### config.mk
export PLATFORM = sky130hd
export DESIGN_NAME = edabk_receiver
export DESIGN_NICKNAME = d
export VERILOG_FILES = /design/src/rtl/edabk_receiver.sv
export SDC_FILE = /design/constraint.sdc
export NUM_CORES = 1
export LEC_CHECK = 0
export ABC_AREA = 1
export CAP_MARGIN = 20
export CORE_ASPECT_RATIO = 1.5
export CORE_UTILIZATION = 30
export CTS_BUF_LIST = sky130_fd_sc_hd__clkbuf_4 sky130_fd_sc_hd__clkbuf_8
export CTS_CLUSTER_SIZE = 14
export DETAILED_ROUTE_END_ITERATION = 10
export RECOVER_POWER = 50
export SETUP_SLACK_MARGIN = 0.2
export SKIP_CTS_REPAIR_TIMING = 1
export SLEW_MARGIN = 10
export SYNTH_ARGS = -nofsm -noshare
export SYNTH_HDL_FRONTEND = slang
export SYNTH_SLANG_ARGS = --single-unit
### constraint.sdc
create_clock -name bclk -period 1.35 [get_ports bclk]
set_input_delay 0.2025 -clock bclk [delete_from_list [all_inputs] [get_ports bclk]]
set_output_delay 0.2025 -clock bclk [all_outputs]
set_load 0.005 [all_outputs]
### src/rtl/edabk_receiver.sv
// Oversampling UART-style receiver: 2-flop synchronizer, start-bit validation at mid-bit,
// LSB-first data capture at bit centres, stop-bit check with break handling.
`ifndef CFG_CLK_DIV
`define CFG_CLK_DIV 16
`endif
`ifndef CFG_DATA_WIDTH
`define CFG_DATA_WIDTH 8
`endif

module edabk_receiver #(
  parameter int CLK_DIV    = `CFG_CLK_DIV,
  parameter int DATA_WIDTH = `CFG_DATA_WIDTH
) (
  input  logic                  bclk,
  input  logic                  reset_n,
  input  logic                  rx_in,
  output logic [DATA_WIDTH-1:0] rx_out,
  output logic                  valid,
  output logic                  frame_err,
  output logic                  busy
);

  localparam int SW = $clog2(CLK_DIV);
  localparam int BW = $clog2(DATA_WIDTH + 1);
  localparam logic [SW-1:0] HalfM1  = SW'(CLK_DIV / 2 - 1);
  localparam logic [SW-1:0] FullM1  = SW'(CLK_DIV - 1);
  localparam logic [BW-1:0] LastBit = BW'(DATA_WIDTH - 1);

  typedef enum logic [2:0] {StIdle, StStart, StData, StStop, StBreak} state_e;

  state_e                r_state;
  state_e                w_state_next;
  logic                  r_sync1;
  logic                  r_rx_s;
  logic [SW-1:0]         r_sample_cnt;
  logic [BW-1:0]         r_bit_cnt;
  logic [DATA_WIDTH-1:0] r_shift;
  logic [DATA_WIDTH-1:0] r_rx_out;
  logic                  r_valid;
  logic                  r_frame_err;
  logic                  w_half_hit;
  logic                  w_full_hit;
  logic                  w_shift_en;
  logic                  w_load_word;
  logic                  w_frame_bad;

  assign w_half_hit = (r_sample_cnt == HalfM1);
  assign w_full_hit = (r_sample_cnt == FullM1);

  always_comb begin
    w_state_next = r_state;
    w_shift_en   = 1'b0;
    w_load_word  = 1'b0;
    w_frame_bad  = 1'b0;
    unique case (r_state)
      StIdle: begin
        if (!r_rx_s) w_state_next = StStart;
      end
      StStart: begin
        // A start bit that is gone by mid-bit is treated as line noise.
        if (w_half_hit) w_state_next = r_rx_s ? StIdle : StData;
      end
      StData: begin
        if (w_full_hit) begin
          w_shift_en = 1'b1;
          if (r_bit_cnt == LastBit) w_state_next = StStop;
        end
      end
      StStop: begin
        if (w_full_hit) begin
          w_load_word  = r_rx_s;
          w_frame_bad  = ~r_rx_s;
          w_state_next = r_rx_s ? StIdle : StBreak;
        end
      end
      StBreak: begin
        if (r_rx_s) w_state_next = StIdle;
      end
      default: w_state_next = StIdle;
    endcase
  end

  always_ff @(posedge bclk or negedge reset_n) begin
    if (!reset_n) begin
      r_sync1      <= 1'b1;
      r_rx_s       <= 1'b1;
      r_state      <= StIdle;
      r_sample_cnt <= '0;
      r_bit_cnt    <= '0;
      r_shift      <= '0;
      r_rx_out     <= '0;
      r_valid      <= 1'b0;
      r_frame_err  <= 1'b0;
    end else begin
      r_sync1     <= rx_in;
      r_rx_s      <= r_sync1;
      r_state     <= w_state_next;
      r_valid     <= w_load_word;
      r_frame_err <= w_frame_bad;
      if (w_state_next != r_state) begin
        r_sample_cnt <= '0;
        r_bit_cnt    <= '0;
      end else begin
        r_sample_cnt <= w_full_hit ? '0 : r_sample_cnt + SW'(1);
        if (w_shift_en) r_bit_cnt <= r_bit_cnt + BW'(1);
      end
      // Shift also on the DATA->STOP transition so the last bit is captured.
      if (w_shift_en) r_shift <= {r_rx_s, r_shift[DATA_WIDTH-1:1]};
      if (w_load_word) r_rx_out <= r_shift;
    end
  end

  assign rx_out    = r_rx_out;
  assign valid     = r_valid;
  assign frame_err = r_frame_err;
  assign busy      = (r_state != StIdle);

endmodule

==> results.sh, run 1 <==
export IMPL_status="finished with violations"
export IMPL_violations="design-rule violations, negative setup slack"
export IMPL_worst_slack_ps=-143.3
export IMPL_leakagePower_nw=1.078
export IMPL_initial_core_util_pct=31.08
export IMPL_fp_dieH_um=85.67
export IMPL_end_kind="register"
export IMPL_fin_setup_tns_ps=-1057
export IMPL_ys_warn_count=0
export IMPL_dp_hpwl_mm=1.867
export IMPL_htree_levels=2
export IMPL_n_antenna_cell=0
export IMPL_drc=4
export IMPL_min_period_over_period_pct=110.6
export IMPL_first_pass_iters=7
export IMPL_root_buffer="clkbuf_8"
export IMPL_clk_path_buf_depth=2
export IMPL_grt_overflow=0
export IMPL_yosysSeqAreaShare_pct=55.59
export IMPL_grt_pass1_wl_mm=4.298
export IMPL_layout_drive_gt1_share_pct=39.89
export IMPL_synth_cells=137
export IMPL_crit_required_ps=1560
export IMPL_wl_per_cell_um=12.04
export IMPL_clk_latency_ps=280
export IMPL_core_area_um2=4504
export IMPL_grt_max_degree=28
export IMPL_max_freq_mhz=669.7
export IMPL_cp_max_fo=8
export IMPL_dpl_cell_area_um2=1697
export IMPL_mappedNetlistArea_um2=1400
export IMPL_antenna_found_initial=0
export IMPL_final_area_um2=1913
export IMPL_min_period_ps=1493
export IMPL_area_delta_synth_final_pct=36.64
export IMPL_multi_input_area_um2=561.8
export IMPL_wl_mm=2.720
export IMPL_numPortBuffers=13
export IMPL_avgViaCountPerCell=4.442
export IMPL_cp_data_arrival_time_ps=1710
export IMPL_relSlewSlack_pct=55.79
export IMPL_cts_buffers=5
export IMPL_track_usage_pct=11.87
export IMPL_clock_sinks=31
export IMPL_cts_clk_slew_worst_paths_ps=60
export IMPL_io_pins=14
export IMPL_grt_setup_unrepaired="true"
export IMPL_ys_seq_elements=31
export IMPL_cts_tree="built"
export IMPL_worst_slew_pin_slew_ps=663.1
export IMPL_peakVddDrop_mv=0.5853
export IMPL_ff_latch_area_um2=779.5
export IMPL_slew_violations=0
export IMPL_rows=30
export IMPL_dpl_worst_slack_ps=-138.4
export IMPL_fin_skew_ps=2.055
export IMPL_powerDensity_nw_per_um2=1371
export IMPL_fill_cells=441
export IMPL_fin_nets=182
export IMPL_min_path_type="input pin to async pin"
export IMPL_hold_viol=0
export IMPL_first_iter_violations=35
export IMPL_grt_pass1_vias=984
export IMPL_drv_cap=0
export IMPL_critPathKind="register to register"
export IMPL_final_cell_mix="28 x dfrtp_1, 23 x nand2_1, 20 x buf_4, 15 x inv_1"
export IMPL_syn_nets=142
export IMPL_final_common_cell="dfrtp_1"
export IMPL_synth_cell_types=27
export IMPL_finalWeightedCongestion=0.7998
export IMPL_avgSynthCellArea_um2=10.22
export IMPL_antenna_left=0
export IMPL_final_util_pct=42.47
export IMPL_die_width_um=57.78
export IMPL_vias=1004
export IMPL_final_setup_viol_count=9
export IMPL_die_area_um2=4950
export IMPL_startpoint_type="register"
[area by class of cell]
cell class	count	share of cell area, %
sequential	31	40.75
multi-input combinational	85	29.37
tap	48	3.139
clock buffer	8	5.428
timing repair buffer	36	17.53
inverter	18	3.793
[path summary, 6_finish.rpt]
| path | startpoint | depth (start not counted) | slack (ps) | to |
|---|---|---|---|---|
| min | reset_n | 1 | 210 | r_shift[1] |
| min in group bclk | r_sync1 | 0 | 360 | r_rx_s |
| max reg2reg | r_state[0] | 9 | -140 | r_bit_cnt[3] |
| max | r_state[0] | 9 | -140 | r_bit_cnt[3] |
| max in group asynchronous | reset_n | 2 | 210 | r_state[1] |
| min reg2reg | r_sync1 | 0 | 360 | r_rx_s |
[power breakdown]
part           internal [mW]  leakage [nW]  switching, mW
clock network          0.484        0.0549          0.319
registers               1.01         0.418         0.0712
logic                  0.302         0.605          0.440
total                   1.79          1.08          0.830
[cells in the mapped netlist]
library cell,count,share of area (%)
a21oi_1,1,0.36
buf_2,1,0.36
buf_6,2,1.6
dfrtp_1,29,52
dfstp_2,2,3.8
ha_1,2,1.8
inv_1,17,4.6
inv_2,1,0.27
mux2i_1,1,0.71
nand2_1,25,6.7
nand2_2,4,1.8
nand2_4,1,0.80
nand3_1,5,1.8
nand3_2,1,0.71
nand3_4,1,1.3
nand3b_1,1,0.54
nand4_1,1,0.45
nand4_2,1,0.89
nor2_1,3,0.80
nor2_2,11,4.9
nor2_4,2,1.6
o21ai_0,9,3.2
o21ai_1,2,0.71
o21ai_2,8,5.0
or2_2,1,0.45
xnor2_1,2,1.3
xor2_1,3,1.9
[metrics by stage]
step	instances	hold slack (ps)	total power [mW]
3_3_place_gp	207	347.3	1.818
3_5_place_dp	207	347.9	1.835
4_1_cts	215	162.9	2.652
2_1_floorplan	137	-93.09	1.599
5_1_grt	226	204.3	2.787
6_report	226	207.3	2.622
[flip-flops by register name (all words and copies together) (netlist names)]
register      count
rx_out            8
r_shift           8
valid             1
frame_err         1
r_bit_cnt         4
r_sync1           1
r_sample_cnt      4
r_state           3
r_rx_s            1
[logic make-up after synthesis]
family / share of synthesized area, %
AND/OR/NAND/NOR: 22.70
multiplexers: 0.7150
XOR/XNOR: 3.128
buffers and inverters: 6.791
flip-flops: 55.59
AO/OA/AOI/OAI: 9.294
adder cells (fa/ha/maj): 1.787
[critical path: stages (launching register included)]
cell	delay, ps
dfrtp_1	390
buf_4	140
buf_4	120
o21ai_0	150
nand2_1	90
nand2_1	70
o21ai_1	70
nor2_2	140
nand2_4	130
nor2_2	120
[metal layers]
metal / global-route usage [%] / routed length [µm] / up-vias
met3: 4.525 / 82 / 3
met1: 12.21 / 1046 / 479
met4: 6.494 / 29 / 0
li1: - / - / 506
met5: 0 / 0 / -
met2: 20.40 / 1561 / 16
Note: power is estimated with default switching activity, not from simulation.
==> run 2, diff against run 1 <==
- ABC_AREA: 1 -> unset
- CORE_UTILIZATION: 30 -> 52
- PLACE_DENSITY: unset -> 0.77
==> run 2 against run 1 <==
Against the previous run:
- via count increased by 17%
- die area decreased by 41%
- highest routed layer unchanged
- critical endpoint is now r_sample_cnt[3]
- largest power group is now combinational logic
- area after synthesis about the same
- the run ends with negative setup slack left
- maximum frequency decreased by 7.9%
- global-route usage increased by 11 points
- core utilization increased by 43 points
- final area increased by 11%
- register-to-register slack got worse by 130 ps
- critical path depth decreased by 3
- wire length increased by 41%
- clock-buffer cell count decreased by 2
==> results.sh, run 2 <==
export IMPL_vias=1172
export IMPL_min_period_ps=1621
export IMPL_synth_cells=108
export IMPL_finalWeightedCongestion=0.8367
export IMPL_rrSetupSlack_ps=-270
export IMPL_crit_required_ps=1620
export IMPL_synthMuxAreaShare_pct=12.88
export IMPL_max_freq_mhz=617.1
export IMPL_hold_viol=0
export IMPL_dpl_worst_slack_ps=-391.2
export IMPL_cts_buffers=5
export IMPL_drc=0
export IMPL_fp_dieH_um=65.52
export IMPL_synth_common_cells="29 x dfrtp_1, 16 x mux2_2, 6 x inv_1, 5 x or3_1"
export IMPL_yosysSeqAreaShare_pct=55.64
export IMPL_area_delta_synth_final_pct=52.41
export IMPL_crit_path_end="r_sample_cnt[3]"
export IMPL_placedCellCount=181
export IMPL_grt_pass1_vias=1052
export IMPL_io_pins=14
export IMPL_min_path_type="register to register"
export IMPL_die_width_um=44.35
export IMPL_violations="negative setup slack"
export IMPL_fin_skew_ps=17.00
export IMPL_yosys_area_share_simple_pct=10.82
export IMPL_synth_xor_area_share_pct=1.252
export IMPL_cts_clk_slew_worst_paths_ps=110
export IMPL_startpoint_type="register"
export IMPL_syn_nets=113
export IMPL_worst_slew_pin_slew_ps=743.7
export IMPL_synth_cell_types=35
export IMPL_avgViaCountPerCell=5.949
export IMPL_mappedNetlistArea_um2=1399
export IMPL_critPathMaxStageDelay_ps=400
export IMPL_synthTopCellsByArea="dfrtp_1 52%, mux2_2 13%, dfstp_2 3.8%"
export IMPL_min_period_over_period_pct=120.0
export IMPL_worstRegToRegCells=6
export IMPL_wl_per_cell_um=19.48
export IMPL_rows=22
export IMPL_core_area_um2=2505
export IMPL_initial_core_util_pct=55.84
export IMPL_clk_path_buf_depth=2
export IMPL_track_usage_pct=22.84
export IMPL_clk_latency_ps=360
export IMPL_end_kind="register"
export IMPL_status="finished with violations"
export IMPL_ys_warn_count=0
export IMPL_cp_max_fo=7
export IMPL_power_mw=3.040
export IMPL_final_cell_mix="29 x dfrtp_1, 23 x buf_4, 13 x mux2_4, 11 x buf_6, 10 x dlymetal6s2s_1"
export IMPL_final_common_cell="dfrtp_1"
export IMPL_synth_edf_count=0
export IMPL_leakagePower_nw=1.127
export IMPL_peakVddDrop_mv=0.9604
export IMPL_finalNonFillerCells=197
export IMPL_yosys_area_top_type="dfrtp_1"
export IMPL_final_util_pct=85.11
export IMPL_grt_pass1_wl_mm=4.774
export IMPL_final_setup_viol_count=26
export IMPL_antenna_found_initial=0
export IMPL_drv_cap=0
export IMPL_synth_top_area_share_pct=51.88
export IMPL_powerDensity_nw_per_um2=1426
export IMPL_fin_nets=166
export IMPL_avgSynthCellArea_um2=12.95
export IMPL_fill_cells=111
export IMPL_worst_slack_ps=-270.5
export IMPL_synth_async_reset_ratio_pct=100.0
export IMPL_grt_max_degree=32
export IMPL_slew_violations=0
export IMPL_crit_slowest_cell="dfrtp_1"
export IMPL_synth_most_common_cell="dfrtp_1"
export IMPL_rr_startpoint="r_sample_cnt[0]"
export IMPL_htree_levels=2
export IMPL_synth_compound_area_share_pct=13.60
export IMPL_clock_sinks=31
export IMPL_wl_mm=3.837
export IMPL_die_area_um2=2906
export IMPL_dp_hpwl_mm=2.116
export IMPL_path_cells="ha_2, buf_6, nand4b_1, o221ai_2, buf_12, a211oi_4"
export IMPL_ys_flop_type="dfrtp_1"
export IMPL_critPathKind="register to register"
export IMPL_first_pass_iters=4
export IMPL_reg2reg_to="r_sample_cnt[3]"
export IMPL_startpoint="r_sample_cnt[0]"
export IMPL_grt_overflow=0
export IMPL_antenna_left=0
export IMPL_synth_top_family_by_area="compound AO/OA/AOI/OAI gates"
export IMPL_grt_setup_unrepaired="true"
export IMPL_first_iter_violations=35
export IMPL_numPortBuffers=13
export IMPL_fin_setup_tns_ps=-5749
export IMPL_cp_data_arrival_time_ps=1890
export IMPL_cts_tree="built"
export IMPL_ys_seq_elements=31
export IMPL_layout_drive_gt1_share_pct=56.52
export IMPL_relSlewSlack_pct=50.42
export IMPL_synth_adder_area_share_pct=1.789
export IMPL_root_buffer="clkbuf_4"
export IMPL_n_antenna_cell=0
## run 2: changes by cell type after synthesis, sizes merged, moves of 4 or more
cell    delta
o21ai     -16
a221oi     +4
inv       -12
mux2      +16
nand2     -27
or3        +5
nand3      -4
nor2      -14
## run 2: per-layer routing
layer / GRT usage [%] / wire length, µm / up-vias / share of wire, %
met5: 0 / 0 / - / 0
met4: 9.091 / 75 / 0 / 2.0
met3: 6.319 / 239 / 8 / 6.2
met2: 38.60 / 2000 / 55 / 52
met1: 26.70 / 1522 / 591 / 40
li1: - / - / 518 / -
## run 2: how the worst min path moves through the flow
stage,start,endpoint,slack (ps),cells past startpoint
CTS,reset_n,r_state[0],220,2
global placement,r_sync1,r_rx_s,350,0
finish,r_sync1,r_rx_s,370,0
floorplan,reset_n,frame_err,-90,0
detailed placement,r_sync1,r_rx_s,360,0
global route,r_sync1,r_rx_s,370,0
## run 2: kinds of logic (layout without fill, tap and decap cells)
logic type               count (synthesis)  in the layout
AO/OA/AOI/OAI                           22             23
XOR/XNOR                                 2              2
adder cells (fa/ha/maj)                  2              2
buffers and inverters                   11             63
flip-flops                              31             31
multiplexers                            16             16
AND/OR/NAND/NOR                         24             24
## run 2: area by class of cell
cell class | count | area [µm²] | area share, %
clock buffer | 6 | 51.30 | 2.406
clock inverter | 1 | 5.005 | 0.2347
inverter | 6 | 25.02 | 1.174
multi-input combinational | 67 | 735.7 | 34.51
sequential | 31 | 778.2 | 36.50
tap | 36 | 45.04 | 2.113
timing repair buffer | 50 | 491.7 | 23.06
## run 2: where the power goes
group	leakage (nW)	switching [mW]	total (mW)	internal (mW)
Combinational	0.678	0.671	1.36	0.687
Sequential	0.415	0.0872	1.11	1.02
Clock	0.0341	0.330	0.571	0.241
## run 2: worst max-delay path: cells and delay by family, from the launching register on
| family | cells | cell delay, ps |
|---|---|---|
| adder cells (fa/ha/maj) | 1 | 210 |
| AND/OR/NAND/NOR | 1 | 190 |
| flip-flops | 1 | 400 |
| AO/OA/AOI/OAI | 2 | 430 |
| buffers and inverters | 2 | 330 |
## run 2: through the flow
step,area (µm²),hold WS (ps)
floorplan,1429,-93.09
global placement,1817,346.5
detailed placement,1817,355.3
CTS,1873,223.6
global route,2132,369.8
finish,2132,366.1
==> run 3, diff against run 2 <==
- CORE_MARGIN: unset -> 2
- CORE_UTILIZATION: 52 -> 49
- CTS_BUF_LIST: sky130_fd_sc_hd__clkbuf_4 sky130_fd_sc_hd__clkbuf_8 -> unset
- PLACE_DENSITY: 0.77 -> 0.73
==> run 3 against run 2 <==
Against the previous run:
- the flow still finishes with violations (negative setup slack)
- power is 9.8% higher
- setup slack worse by 19 ps
- worst hold slack better by 0.68 ps
- sequential power about the same
- final area up 2.2%
- non-clock buffer count decreased by 3
- wire length is 0.36% lower
- first-iteration DRC count up 14%
- critical path depth fell by 1
- sequential share of layout area is 0.80 points lower
- via count decreased by 5.2%
- critical endpoint is now r_sample_cnt[1]
- largest cell class unchanged
- largest power group unchanged
- highest routed layer unchanged
==> results.sh, run 3 (synthesized netlist as in run 2, its figures left out) <==
export IMPL_grt_max_degree=32
export IMPL_hold_end="r_rx_s"
export IMPL_initial_core_util_pct=51.71
export IMPL_wl_per_cell_um=19.61
export IMPL_peakVddDrop_mv=1.120
export IMPL_fp_dieH_um=69.44
export IMPL_final_common_cell="dfrtp_1"
export IMPL_min_period_ps=1639
export IMPL_cp_data_arrival_time_ps=1830
export IMPL_path_cells="ha_2, buf_6, a311o_2, buf_6, a211oi_2"
export IMPL_rrSetupSlack_ps=-290
export IMPL_vias=1111
export IMPL_final_setup_viol_count=26
export IMPL_wl_mm=3.823
export IMPL_worst_slew_pin_slew_ps=765.5
export IMPL_die_area_um2=3307
export IMPL_hold_viol=0
export IMPL_drv_cap=0
export IMPL_first_pass_iters=4
export IMPL_relSlewSlack_pct=48.97
export IMPL_clk_path_buf_depth=2
export IMPL_leakagePower_nw=1.157
export IMPL_path_common_cell="buf_6"
export IMPL_path_buf_inv=2
export IMPL_max_freq_mhz=610.0
export IMPL_dpl_worst_slack_ps=-388.5
export IMPL_n_antenna_cell=0
export IMPL_antenna_left=0
export IMPL_grt_overflow=0
export IMPL_status="finished with violations"
export IMPL_final_cell_mix="29 x dfrtp_1, 22 x buf_4, 14 x mux2_4, 11 x dlymetal6s2s_1, 10 x buf_6"
export IMPL_cts_tree="built"
export IMPL_finalNonFillerCells=195
export IMPL_first_iter_violations=40
export IMPL_antenna_found_initial=0
export IMPL_drc=0
export IMPL_die_width_um=47.63
export IMPL_whs_ps=366.8
export IMPL_avgViaCountPerCell=5.697
export IMPL_min_period_over_period_pct=121.4
export IMPL_area_delta_synth_final_pct=55.81
export IMPL_numPortBuffers=13
export IMPL_multi_input_area_um2=752.0
export IMPL_powerDensity_nw_per_um2=1531
export IMPL_fin_skew_ps=5.902
export IMPL_ff_latch_area_um2=778.2
export IMPL_fill_cells=164
export IMPL_fin_setup_tns_ps=-5629
export IMPL_cts_clk_slew_worst_paths_ps=70
export IMPL_grt_pass1_wl_mm=4.947
export IMPL_min_path_type="register to register"
export IMPL_min_from="r_sync1"
export IMPL_crit_family="compound AO/OA/AOI/OAI gates"
export IMPL_worst_slack_ps=-289.4
export IMPL_worstHoldPathCells=0
export IMPL_placedCellCount=179
export IMPL_clock_sinks=31
export IMPL_critPathKind="register to register"
export IMPL_crit_required_ps=1540
export IMPL_layout_drive_gt1_share_pct=53.80
export IMPL_critPathMaxStageDelay_ps=440
export IMPL_startpoint_type="register"
export IMPL_htree_levels=2
export IMPL_dp_hpwl_mm=2.077
export IMPL_end_kind="register"
export IMPL_fin_nets=162
export IMPL_reg2reg_to="r_sample_cnt[1]"
export IMPL_grt_setup_unrepaired="true"
export IMPL_grt_pass1_vias=1086
export IMPL_cts_buffers=5
export IMPL_core_area_um2=2705
export IMPL_violations="negative setup slack"
export IMPL_root_buffer="clkbuf_8"
export IMPL_worstRegToRegCells=5
export IMPL_cp_max_fo=8
export IMPL_crit_slowest_cell="a311o_2"
export IMPL_final_util_pct=80.57
export IMPL_rr_startpoint="r_sample_cnt[1]"
export IMPL_rows=23
export IMPL_clk_latency_ps=280
export IMPL_io_pins=14
export IMPL_track_usage_pct=21.24
export IMPL_slew_violations=0
export IMPL_finalWeightedCongestion=0.8249
## run 3: cell count changes in the layout (fill, tap and decap cells not counted), sizes merged
cell / change
a311o: -1
buf: -3
bufinv: +1
clkbuf: -1
dlymetal6s2s: +1
## run 3: worst max path at each step
stage / endpoint / from / slack [ps] / depth (start not counted)
finish: r_sample_cnt[1] / r_sample_cnt[1] / -290 / 5
global route: r_sample_cnt[2] / r_sample_cnt[1] / -350 / 5
CTS: busy / r_state[2] / -520 / 3
detailed placement: r_sample_cnt[1] / r_sample_cnt[0] / -390 / 6
global placement: r_bit_cnt[3] / r_sample_cnt[0] / -270 / 4
floorplan: r_bit_cnt[3] / r_sample_cnt[0] / -330 / 5
## run 3: layout make-up
cell class,instances,area share (%)
clock buffer,6,3.789
clock inverter,2,1.607
inverter,6,1.148
multi-input combinational,66,34.50
sequential,31,35.71
tap,37,2.124
timing repair buffer,47,21.13
## run 3: stage by stage
step / area, µm² / total power, mW
CTS: 1901 / 2.991
floorplan: 1429 / 1.653
detailed placement: 1783 / 2.052
global placement: 1783 / 2.015
finish: 2180 / 3.337
global route: 2180 / 3.470
## run 3: routing by layer
layer	wire [µm]	global-route usage, %	vias up
met4	78	9.910	0
met2	2048	32.13	18
met1	1610	27.40	582
met5	0	0	-
met3	85	5.729	8
li1	-	-	503
## run 3: report_power, final
part	switching, mW	total, mW	internal, mW
combinational	0.669	1.30	0.631
sequential	0.0787	1.10	1.03
clock	0.335	0.932	0.596
total	1.08	3.34	2.25
